$ cat src/rtl/cpu_pkg.sv
// Shared CPU control types: branch encodings, PC sequencer states and PC constants.
package cpu_pkg;

    typedef enum logic [2:0] {
        BR_NONE = 3'b000,
        BR_JAL  = 3'b001,
        BR_JALR = 3'b010,
        BR_RSVD = 3'b011,
        BR_BEQ  = 3'b100,
        BR_BNE  = 3'b101,
        BR_BLT  = 3'b110,
        BR_BGE  = 3'b111
    } branch_t;

    typedef enum logic [1:0] {
        ST_IDLE   = 2'd0,
        ST_FETCH  = 2'd1,
        ST_EXEC   = 2'd2,
        ST_UPDATE = 2'd3
    } pc_state_t;

    localparam logic [31:0] RESET_PC_DEFAULT = 32'h0000_0000;
    localparam logic [31:0] TRAP_PC_DEFAULT  = 32'h0000_1000;

endpackage

$ cat src/rtl/branch_resolver.sv
// Maps branch type and ALU flags to the pc_generator selects {A = imm/4, B = Ra/pc}.
module branch_resolver
    import cpu_pkg::*;
(
    input  logic [2:0] i_branch,
    input  logic       i_zero,
    input  logic       i_less,
    output logic       o_a,
    output logic       o_b
);

    always_comb begin
        o_a = 1'b0;
        o_b = 1'b0;
        case (branch_t'(i_branch))
            BR_JAL:  o_a = 1'b1;
            BR_JALR: begin
                o_a = 1'b1;
                o_b = 1'b1;
            end
            BR_BEQ:  o_a = i_zero;
            BR_BNE:  o_a = ~i_zero;
            BR_BLT:  o_a = i_less;
            BR_BGE:  o_a = ~i_less;
            default: o_a = 1'b0;
        endcase
    end

endmodule

$ cat src/rtl/pc_sequencer.sv
// Multi-cycle PC controller: IDLE -> FETCH -> EXEC -> UPDATE, commits next_pc once per instruction.
// Optional misaligned-target trap enabled by defining PC_MISALIGN_TRAP_EN.
module pc_sequencer
    import cpu_pkg::*;
#(
    parameter logic [31:0] RESET_PC = RESET_PC_DEFAULT
`ifdef PC_MISALIGN_TRAP_EN
    ,
    parameter logic [31:0] TRAP_PC  = TRAP_PC_DEFAULT
`endif
) (
    input  logic        clk,
    input  logic        rst,
    input  logic        stall,
    output logic        fetch_req,
    input  logic        fetch_ack,
    input  logic        exec_done,
    input  logic [2:0]  branch,
    input  logic        zero,
    input  logic        less,
    input  logic [31:0] next_pc,
    output logic [31:0] pc,
    output logic        PCAsrc,
    output logic        PCBsrc,
    output logic        retire,
    output logic        misalign,
    output pc_state_t   o_state
);

    pc_state_t   r_state;
    pc_state_t   w_next_state;
    logic [31:0] r_pc;
    logic        r_a;
    logic        r_b;
    logic        w_a;
    logic        w_b;
    logic [31:0] w_commit_pc;

    branch_resolver u_branch_resolver (
        .i_branch (branch),
        .i_zero   (zero),
        .i_less   (less),
        .o_a      (w_a),
        .o_b      (w_b)
    );

    always_ff @(posedge clk or posedge rst) begin
        if (rst) begin
            r_state <= ST_IDLE;
        end else begin
            r_state <= w_next_state;
        end
    end

    always_comb begin
        w_next_state = r_state;
        if (!stall) begin
            case (r_state)
                ST_IDLE:   w_next_state = ST_FETCH;
                ST_FETCH:  if (fetch_ack) w_next_state = ST_EXEC;
                ST_EXEC:   if (exec_done) w_next_state = ST_UPDATE;
                ST_UPDATE: w_next_state = ST_FETCH;
                default:   w_next_state = ST_IDLE;
            endcase
        end
    end

`ifdef PC_MISALIGN_TRAP_EN
    logic w_misaligned;
    assign w_misaligned = (next_pc[1:0] != 2'b00);
    assign w_commit_pc  = w_misaligned ? TRAP_PC : next_pc;
`else
    assign w_commit_pc  = next_pc & ~32'h0000_0003;
`endif

    always_comb begin
        fetch_req = (r_state == ST_FETCH) && !stall;
        retire    = (r_state == ST_UPDATE) && !stall;
`ifdef PC_MISALIGN_TRAP_EN
        misalign  = (r_state == ST_UPDATE) && !stall && w_misaligned;
`else
        misalign  = 1'b0;
`endif
    end

    // Selects are captured on exec_done and cleared when UPDATE commits,
    // so outside UPDATE the adder always sees pc+4.
    always_ff @(posedge clk or posedge rst) begin
        if (rst) begin
            r_pc <= RESET_PC;
            r_a  <= 1'b0;
            r_b  <= 1'b0;
        end else if (!stall) begin
            if (r_state == ST_EXEC && exec_done) begin
                r_a <= w_a;
                r_b <= w_b;
            end else if (r_state == ST_UPDATE) begin
                r_a  <= 1'b0;
                r_b  <= 1'b0;
                r_pc <= w_commit_pc;
            end
        end
    end

    assign pc      = r_pc;
    assign PCAsrc  = r_a;
    assign PCBsrc  = r_b;
    assign o_state = r_state;

endmodule

$ cat config.mk
export PLATFORM = sky130hd
export DESIGN_NAME = pc_sequencer
export DESIGN_NICKNAME = d
export VERILOG_FILES = /design/src/rtl/cpu_pkg.sv /design/src/rtl/branch_resolver.sv /design/src/rtl/pc_sequencer.sv
export SDC_FILE = /design/constraint.sdc
export NUM_CORES = 1
export LEC_CHECK = 0
export ABC_CLOCK_PERIOD_IN_PS = 3930
export CAP_MARGIN = 20
export CORE_ASPECT_RATIO = 0.9
export CORE_MARGIN = 8
export CORE_UTILIZATION = 44
export CTS_BUF_LIST = sky130_fd_sc_hd__clkbuf_8
export CTS_CLUSTER_DIAMETER = 100
export CTS_CLUSTER_SIZE = 40
export DETAILED_ROUTE_END_ITERATION = 8
export PLACE_DENSITY = 0.95
export SLEW_MARGIN = 20
export SYNTH_ARGS = -nofsm -noshare
export SYNTH_HDL_FRONTEND = slang
export SYNTH_SLANG_ARGS = --single-unit
$ cat constraint.sdc
create_clock -name clk -period 3.93 [get_ports clk]
set_input_delay 0.393 -clock clk [delete_from_list [all_inputs] [get_ports clk]]
set_output_delay 0.393 -clock clk [all_outputs]
set_load 0.1 [all_outputs]
==> key figures <==
Detailed routing
  • WL per Instance: 17.1 µm
  • Via count: between 1,000 and 1,500
  • Drt total wl: approximately 3.8 mm
  • Routed Antenna Nets: 0
  • DRC Markers: 0
  • Vias per Instance: roughly 4.7
  • TritonRoute pass-1 iters: 4
  • Initial DRC count: 36

Worst setup path
  • Depth of the worst register-to-register path: 5
  • Worst flop-to-flop path startpoint: o_state[0]
  • CP Class: flip-flop to output port
  • Worst Path Required: 3.54 ns
  • Worst Setup End Kind: output port
  • Startpoint Class: flip-flop
  • Critical-path maximum fanout: 4
  • R2r setup slk: 2.27 ns
  • Worst reg2reg path endpoint: pc[29]
  • Worst EP arrival: about 2.3 ns

Yosys
  • Seq cells post-synth: 34
  • Synthesized cell area: between 1500 and 2000 µm²
  • Yosys warnings: 0
  • Netlist cell types: 23
  • Sequential share of the synthesized area: between 50% and 60%
  • Synthesized area per cell: roughly 17 µm²
  • Mapped Cells: a little under 100

Finish
  • Area Growth Syn to Fin: 54.6%
  • Fin nets: between 200 and 250
  • N_diodes: 0
  • Share of cells above drive strength 1: 26.4%
  • Fin cells: between 200 and 250

STA
  • Clock Skew: 0.00594 ns
  • Crit share post-route: 68.5%
  • Final Hold Vio Count: 0
  • Final Slew Violations: 0
  • RSZ-0062 raised after global routing: false
  • Fin Setup TNS: 0 ns
  • Crit path time final: approximately 2.7 ns
  • Fmax: around 370 MHz
  • Worst-Margin Slew: roughly 1 ns
  • Final setup violation count: 0
  • Relative slew margins: between 30 and 40%

GRT
  • Met1 GRT Util: between 10 and 15%
  • Antenna violations before repair: 0
  • Overflow after GRT: 0
  • First-pass GRT wire length: 5.91 mm
  • Met2 Resource Use GR: between 20% and 30%
  • Layer with the highest usage: met2
  • Vias in the first global route: around 1,200
  • Total Routing Usage GR: 13.4%
  • Largest net degree at the start of global routing: 35
  • Met3 Resource Use GR: slightly above 6%

CTS
  • Hold-fix buffers at CTS: 0
  • Root Buffer: clkbuf_8
  • Clock sink count: 34
  • CTS tree: yes
  • Worst-Skew Late Latency: about 0.28 ns
  • Cts bufs inserted: 5
  • Post-cts sizing count: 0
  • Post-CTS setup buffer count: 0
  • Clk buf depth: 2
  • H-tree depth: 2
  • Worst-path clk slew: ~0.07 ns

Floorplanning
  • Die width: between 70 and 80 µm
  • Core Region: approximately 3600 µm²
  • Initial core utilization: approximately 45%
  • Die H: 73.5 µm
  • Die area: approximately 5900 µm²
  • Cell Rows: 21
  • Io pins: between 80 and 90

Placement
  • Global placement routability congestion: 0.807
  • Port bufs: 75
  • DP HPWL: around 3.0 mm
  • Dpl cells: between 200 and 250

Run
  • Maxcap violations: 0

Status
  • Status: finished, final reports clean

Hold path
  • Hold Crit Class: input pin to asynchronous set/reset pin
==> cell type report <==
class | instances | area [µm²]
multi-input cells | 53 | 662
flip-flops and latches | 34 | 851
clock buffers | 6 | 82.6
repair buffers | 76 | 758
clock inverters | 2 | 60.1
inverters | 7 | 31.3
fillers | 253 | 1120
well taps | 46 | 57.6
==> worst max-delay path by stage <==
stage,from,end,depth (start not counted)
after global routing,o_state[1],fetch_req,4
final,o_state[1],fetch_req,4
after detailed placement,stall,retire,4
after floorplan,o_state[1],pc[10],6
after CTS,o_state[1],fetch_req,4
after global placement,stall,retire,4
==> through the flow <==
step                cell area, µm²  setup slack [ns]  util, %  hold WS, ns
global placement              2360              1.27     65.1        0.482
finish                        2500              1.24     69.0        0.497
global route                  2500              1.14     69.0        0.525
detailed placement            2360              1.23     65.1        0.491
CTS                           2500              1.21     69.0        0.510
floorplan                     1630              1.72        -        0.487
==> state kept, by name, indices dropped and copies added (netlist names) <==
register / count
PCAsrc: 1
PCBsrc: 1
o_state: 2
pc: 30
==> metal layers <==
metal,wire length [µm],vias to the layer above
li1,-,489
met1,1620,512
met2,1780,52
met3,374,7
met4,59,0
met5,0,-
==> cells by family (layout without fill, tap and decap cells) <==
logic type | after synthesis | after routing | share of synthesized area, %
other cells | 1 | 3 | 0.232
simple gates | 9 | 9 | 5.56
flops | 34 | 34 | 52.6
compound gates | 6 | 6 | 3.25
buf+inv | 13 | 91 | 7.03
mux | 32 | 32 | 29.1
fa+ha+maj | 3 | 3 | 2.32
==> cells in the final DEF (no fill, tap or decap), types with 2 or more instances in the layout <==
| master | count |
|---|---|
| dfrtp_1 | 34 |
| a21oi_1 | 2 |
| bufinv_16 | 2 |
| ha_1 | 3 |
| clkbuf_8 | 6 |
| mux2_4 | 30 |
| mux2i_1 | 2 |
| inv_1 | 5 |
| nand3_1 | 2 |
| clkdlybuf4s50_1 | 75 |
| conb_1 | 3 |
==> worst max-delay path, cell delays in order, from the launching register on <==
cell             delay (ns)
dfrtp_1                0.42
inv_1                  0.11
ha_1                   0.21
and2b_2                0.15
clkdlybuf4s50_1        1.12
==> cell usage after synthesis <==
master    instances  area, µm²
nand2_4           1       11.3
dfrtp_1          34        851
ha_1              3       37.5
nand2b_4          1       13.8
buf_4             3       22.5
nand2_8           1       20.0
conb_1            1       3.75
inv_1             5       18.8
inv_6             1       8.76
mux2_4           30        450
inv_2             1       3.75
a21oi_1           2       10.0
o211ai_1          1       7.51
a221oi_2          1       15.0
nand3b_2          1       11.3
mux2i_1           2       20.0
buf_12            3       60.1
a2111o_1          1       11.3
o41ai_1           1       8.76
nor2b_1           1       6.26
nand3_1           2       10.0
nand4b_1          1       8.76
and2b_2           1       8.76
Power is not shown: default switching activity piles up to over one toggle a cycle in this logic, so the estimate is an artifact.
